**config.mk**
```make
export PLATFORM = sky130hd
export DESIGN_NAME = joy_dir_filter
export DESIGN_NICKNAME = d
export VERILOG_FILES = /design/src/rtl/joy_dir_filter.sv
export SDC_FILE = /design/constraint.sdc
export NUM_CORES = 1
export LEC_CHECK = 0
export CORE_MARGIN = 2
export CORE_UTILIZATION = 60
export CTS_CLUSTER_DIAMETER = 100
export DETAILED_ROUTE_END_ITERATION = 6
export PLACE_DENSITY_LB_ADDON = 0.08
export SYNTH_ARGS = -nofsm -noshare
export SYNTH_HDL_FRONTEND = slang
export SYNTH_SLANG_ARGS = --single-unit
```
**constraint.sdc**
```tcl
create_clock -name clk -period 3.9 [get_ports clk]
set_input_delay 0.585 -clock clk [delete_from_list [all_inputs] [get_ports clk]]
set_output_delay 0.585 -clock clk [all_outputs]
set_load 0.01 [all_outputs]
```
**src/rtl/joy_dir_filter.sv**
```systemverilog
// Per-player joystick direction conditioner: synchronise, debounce, SOCD-clean,
// then restrict to 8-way, 4-way (last-pressed or sticky-axis) or 2-way output.
module joy_dir_filter #(
    parameter int PLAYERS     = 2,
    parameter int DEB_W       = 8,
    parameter int SYNC_STAGES = 2
) (
    input  logic                   clk,
    input  logic                   reset_n,
    input  logic                   ce,
    input  logic [1:0]             mode,
    input  logic                   socd,
    input  logic [DEB_W-1:0]       deb_len,
    input  logic [4*PLAYERS-1:0]   indir,
    output logic [4*PLAYERS-1:0]   outdir,
    output logic [PLAYERS-1:0]     changed
);

    localparam int SS = (SYNC_STAGES < 1) ? 1 : SYNC_STAGES;

    function automatic logic [DEB_W-1:0] sat_inc(input logic [DEB_W-1:0] c);
        return (&c) ? c : c + DEB_W'(1);
    endfunction

    // Axis "last" encoding matches the {hi,lo} bit pair: 10 hi side, 01 lo side, 00 none.
    function automatic logic [1:0] last_next(input logic [1:0] rise, input logic [1:0] last);
        if (rise == 2'b11)      return 2'b00;
        else if (rise == 2'b10) return 2'b10;
        else if (rise == 2'b01) return 2'b01;
        else                    return last;
    endfunction

    function automatic logic [1:0] axis_clean(input logic [1:0] held, input logic [1:0] lastn,
                                              input logic socd_en);
        if (held == 2'b11) return socd_en ? lastn : 2'b00;
        else               return held;
    endfunction

    function automatic logic [3:0] hi_onehot(input logic [3:0] v);
        if (v[3])      return 4'b1000;
        else if (v[2]) return 4'b0100;
        else if (v[1]) return 4'b0010;
        else           return 4'b0001;
    endfunction

    logic [1:0] prev_mode;
    logic       mode_chg;

    assign mode_chg = (mode != prev_mode);

    always_ff @(posedge clk or negedge reset_n) begin
        if (!reset_n) prev_mode <= 2'b00;
        else          prev_mode <= mode;
    end

    for (genvar p = 0; p < PLAYERS; p++) begin : g_player
        logic [SS-1:0][3:0]      sync_p0;
        logic [3:0][DEB_W-1:0]   cnt_p1;
        logic [3:0]              db_p1;
        logic [3:0]              db_prev_p1;
        logic [1:0]              last_v_p1, last_h_p1;
        logic [1:0]              lastn_v, lastn_h;
        logic [3:0]              rise, cleaned, cleaned_prev_p2, newp;
        logic [3:0]              mask_p2, mask_nxt, outdir_p2, out_nxt;
        logic                    changed_p2;

        // Stage p0: synchroniser chain
        always_ff @(posedge clk or negedge reset_n) begin
            if (!reset_n) begin
                sync_p0 <= '0;
            end else begin
                sync_p0[0] <= indir[4*p +: 4];
                for (int s = 1; s < SS; s++) sync_p0[s] <= sync_p0[s-1];
            end
        end

        // Stage p1: per-bit debounce; a bit only moves after deb_len ce ticks of disagreement
        always_ff @(posedge clk or negedge reset_n) begin
            if (!reset_n) begin
                cnt_p1 <= '0;
                db_p1  <= '0;
            end else begin
                for (int b = 0; b < 4; b++) begin
                    if (deb_len == '0) begin
                        db_p1[b]  <= sync_p0[SS-1][b];
                        cnt_p1[b] <= '0;
                    end else if (sync_p0[SS-1][b] == db_p1[b]) begin
                        cnt_p1[b] <= '0;
                    end else if (ce) begin
                        if (sat_inc(cnt_p1[b]) >= deb_len) begin
                            db_p1[b]  <= sync_p0[SS-1][b];
                            cnt_p1[b] <= '0;
                        end else begin
                            cnt_p1[b] <= sat_inc(cnt_p1[b]);
                        end
                    end
                end
            end
        end

        assign rise    = db_p1 & ~db_prev_p1;
        assign lastn_v = last_next(rise[3:2], last_v_p1);
        assign lastn_h = last_next(rise[1:0], last_h_p1);
        assign cleaned = {axis_clean(db_p1[3:2], lastn_v, socd),
                          axis_clean(db_p1[1:0], lastn_h, socd)};
        assign newp    = cleaned & ~cleaned_prev_p2;

        always_comb begin
            mask_nxt = mask_p2;
            out_nxt  = cleaned;
            case (mode)
                2'b01: begin
                    // Output uses the mask from before this cycle's update (legacy timing).
                    out_nxt = cleaned & mask_p2;
                    if (newp != 4'b0000)                   mask_nxt = hi_onehot(newp);
                    else if ((cleaned & mask_p2) == 4'b0000) mask_nxt = 4'hF;
                end
                2'b10: begin
                    if ((|cleaned[3:2]) && (|cleaned[1:0])) begin
                        if ((|outdir_p2[1:0]) && !(|outdir_p2[3:2]))
                            out_nxt = {2'b00, cleaned[1:0]};
                        else
                            out_nxt = {cleaned[3:2], 2'b00};
                    end
                end
                2'b11:   out_nxt = cleaned & 4'b0011;
                default: out_nxt = cleaned;
            endcase
            if (mode_chg) begin
                mask_nxt = 4'hF;
                out_nxt  = 4'b0000;
            end
        end

        // Stage p2: SOCD history, restriction mask and registered outputs
        always_ff @(posedge clk or negedge reset_n) begin
            if (!reset_n) begin
                db_prev_p1      <= '0;
                last_v_p1       <= '0;
                last_h_p1       <= '0;
                cleaned_prev_p2 <= '0;
                mask_p2         <= 4'hF;
                outdir_p2       <= '0;
                changed_p2      <= 1'b0;
            end else begin
                db_prev_p1      <= db_p1;
                last_v_p1       <= lastn_v;
                last_h_p1       <= lastn_h;
                cleaned_prev_p2 <= cleaned;
                mask_p2         <= mask_nxt;
                outdir_p2       <= out_nxt;
                changed_p2      <= (out_nxt != outdir_p2);
            end
        end

        assign outdir[4*p +: 4] = outdir_p2;
        assign changed[p]       = changed_p2;
    end

endmodule

```
==> flow_summary_export.csv <==
group,metric,value,unit
sta,fin_tns_setup,0,ps
die,coreArea,14000,sq um
synth,synth_top_family_by_area,"compound AO/OA/AOI/OAI gates",
power_and_ir_drop,powerDensity,434,nW/um^2
die,initial_utilization,61.7,%
cts,cts_buffer_depth,2,
synth,avgSynthCellArea,9.37,sq um
synth,ys_seq_area_share,38.4,%
sta,slew_violations,0,
setup_path,critPathLaunchType,"register",
sta,skew,7.75,ps
final_layout,nNetsFinal,1042,
drt,via_per_inst,6.26,
synth,synth-edff-count,0,
synth,synthXorXnorAreaFrac,4.04,%
synth,synthTopCellsByArea,"dfrtp_1 36%, ha_1 10%, a21oi_1 3.9%",
cts,cts_resized,0,
synth,synth-main-ff-cell,"dfrtp_1",
global_route,grt.overflow.total,0,
power_and_ir_drop,p_leak,0.00447,uW
power_and_ir_drop,power,4180,uW
cts,ctsHoldBuffers,0,
synth,ys_seq_elements,132,
drt,routed_wl,20.2,mm
placement,dp.cells,1109,
drt,drc,0,
cts,cts_root_buffer,"clkbuf_16",
drt,drt_iter0_markers,585,
setup_path,crit_path_end_kind,"register",
synth,syn_inst,921,
cts,clock_latency,420,ps
cts,cts_sinks,132,
global_route,antenna_found_initial,0,
final_layout,antenna-diode-count,0,
die,rows,43,
global_route,grt_use_total,27.6,%
sta,fin_ws,292,ps
die,die_y,124,um
placement,port_buffers,31,
synth,synth_top_cell_area_share,35.9,%
die,die_x,124,um
global_route,grt_pass1_wl,33.0,mm
drt,first_pass_iters,5,
setup_path,cp.required,4240,ps
sta,max-slew-margin-rel,45.2,%
die,io_pins,32,
hold_path,min_path_type,"primary input to asynchronous set/reset pin",
synth,synthDistinctLibCells,76,
sta,fmax,277,MHz
placement,place_area,9060,sq um
drt,wl_per_cell,17.7,um
cts,cts_tree,"built",
placement,place_congestion,0.847,
die,dieArea,15400,sq um
global_route,grt_pass1_vias,6904,
sta,rsz0062_at_grt,"false",
cts,h-tree-depth,4,
synth,synth_compound_area_share,21.3,%
synth,synth_nets,1015,
synth,muxShareOfSynthArea,2.00,%
cts,postCtsSetupBuffers,0,
sta,tightest_slew,822,ps
synth,syn_area,8630,sq um
synth,yosys.area_share.simple,20.6,%
sta,min_period,3610,ps
drt,detailroute.via_count,7137,
synth,post-synth-top-area-cell,"dfrtp_1",
synth,ys_warn_count,0,
setup_path,crit_type,"register to register",
sta,setup_viol_count_final,0,
cts,clk_pin_slew,60,ps
run_status,outcome,"finished, final reports clean",
final_layout,drive_gt1_share,9.89,%
placement,pre_cts_slack,391,ps
final_layout,syn_to_final_growth,11.5,%
global_route,grt_max_degree,89,
final_layout,final_area,9620,sq um
power_and_ir_drop,ir_drop,0.336,mV
cts,cts_buffers,17,
synth,postSynth.asyncResetShare,100,%
setup_path,cp.arrival,3950,ps
setup_path,cp_max_fo,11,
placement,dp_hpwl,14.4,mm
drt,antenna_left,0,
sta,fin_crit_sh,92.5,%
synth,synth-adder-area-share,10.4,%
sta,hold_viol,0,
final_layout,final_cells,1141,
job,cap_violations,0,
power by group:
part / leakage (uW) / internal (uW) / switching [uW]
Sequential: 0.00173 / 1530 / 171
Clock: 0.000272 / 842 / 686
Combinational: 0.00247 / 418 / 533
metal layers:
metal  wire [um]  vias to the layer above  global-route usage (%)  share of wire, %
li1            -                     3431                       -                 -
met1        9360                     3507                    37.5                46
met2        9650                      177                    45.3                48
met3         890                       22                    5.17               4.4
met4         306                        0                    8.29               1.5
met5           0                        -                       0                 0
kinds of logic after synthesis:
group,Yosys count
buffers and inverters,62
adder cells (fa/ha/maj),72
AND/OR/NAND/NOR,345
XOR/XNOR,39
AO/OA/AOI/OAI,255
flip-flops,132
multiplexers,16
state kept, by name, indices dropped and copies added, names as in the netlist:
register and count:
g_player.changed_p2 2, g_player.cleaned_prev_p2 8, g_player.cnt_p1 64, g_player.db_p1 8
g_player.db_prev_p1 8, g_player.last_h_p1 4, g_player.last_v_p1 4, g_player.mask_p2 8
g_player.outdir_p2 8, g_player.sync_p0 16, prev_mode 2
layout by cell type (no fill, tap or decap), types with 9 or more instances in the layout:
| master | instances |
|---|---|
| a21o_1 | 24 |
| a21oi_1 | 68 |
| a22o_1 | 21 |
| a31oi_1 | 15 |
| and3_1 | 22 |
| clkbuf_16 | 17 |
| clkdlybuf4s50_1 | 30 |
| dfrtp_1 | 124 |
| ha_1 | 72 |
| inv_1 | 33 |
| mux2_2 | 10 |
| nand2_1 | 68 |
| nand2b_1 | 19 |
| nand3_1 | 56 |
| nand4_1 | 13 |
| nor2_1 | 87 |
| nor2b_1 | 26 |
| nor3_1 | 10 |
| o21a_1 | 23 |
| o21ai_0 | 34 |
| o21ai_1 | 9 |
| xnor2_1 | 30 |
final timing paths:
kind                       cells after the start                                 end  slack [ps]                               from
hold reg to reg                                0    g_player[1].sync_p0[5]$_DFF_PN0_         350   g_player[1].sync_p0[1]$_DFF_PN0_
max in group asynchronous                      2  g_player[1].cnt_p1[30]$_DFFE_PN0P_        2790                            reset_n
min in group clk                               0    g_player[1].sync_p0[5]$_DFF_PN0_         350   g_player[1].sync_p0[1]$_DFF_PN0_
setup reg to reg                              13   g_player[1].cnt_p1[2]$_DFFE_PN0P_         290  g_player[1].cnt_p1[0]$_DFFE_PN0P_
setup / recovery                              13   g_player[1].cnt_p1[2]$_DFFE_PN0P_         290  g_player[1].cnt_p1[0]$_DFFE_PN0P_
hold / removal                                 1   g_player[0].cnt_p1[3]$_DFFE_PN0P_         240                            reset_n
synthesized netlist by cell type (all sizes together) (5+ instances only):
cell     count
clkbuf      11
a211oi       5
ha          72
mux2        10
o21ai       48
dfrtp      124
nand2       70
a21oi       69
nor3        12
dfstp        8
xnor2       31
nor2b       26
nand2b      19
nor2        88
a2111oi      7
or2          6
a22o        24
nor4         7
o21a        23
mux2i        6
xor2         8
and3        22
a21o        24
o211ai       7
buf         17
nor3b        9
nand3       57
inv         33
a31oi       16
nand4       13
worst max-delay path, cell delays in order (launching register included):
cell and delay (ps):
dfrtp_1 430, ha_1 300, nand2_1 140, nor2_1 240, nand2_1 130, xnor2_1 230, ha_1 310, a21oi_1 210
nor2b_1 70, o31ai_1 220, o211ai_1 220, nor3_2 620, o21ai_0 200, a21oi_1 200
through the flow:
| stage | hold WS (ps) | util, % |
|---|---|---|
| 6_report | 235 | 68.8 |
| 5_1_grt | 301 | 68.8 |
| 4_1_cts | 269 | 68.8 |
| 3_5_place_dp | 337 | 64.8 |
| 3_3_place_gp | 332 | 64.8 |
| 2_1_floorplan | 289 | - |
area by class of cell:
| cell class | instances | area [sq um] |
|---|---|---|
| multi-input cells | 727 | 5050 |
| fillers | 1097 | 4360 |
| flip-flops and latches | 132 | 3310 |
| clock buffers | 17 | 425 |
| repair buffers | 36 | 349 |
| well taps | 180 | 225 |
| clock inverters | 15 | 136 |
| inverters | 34 | 128 |
Power figures use the tool's default switching activity.
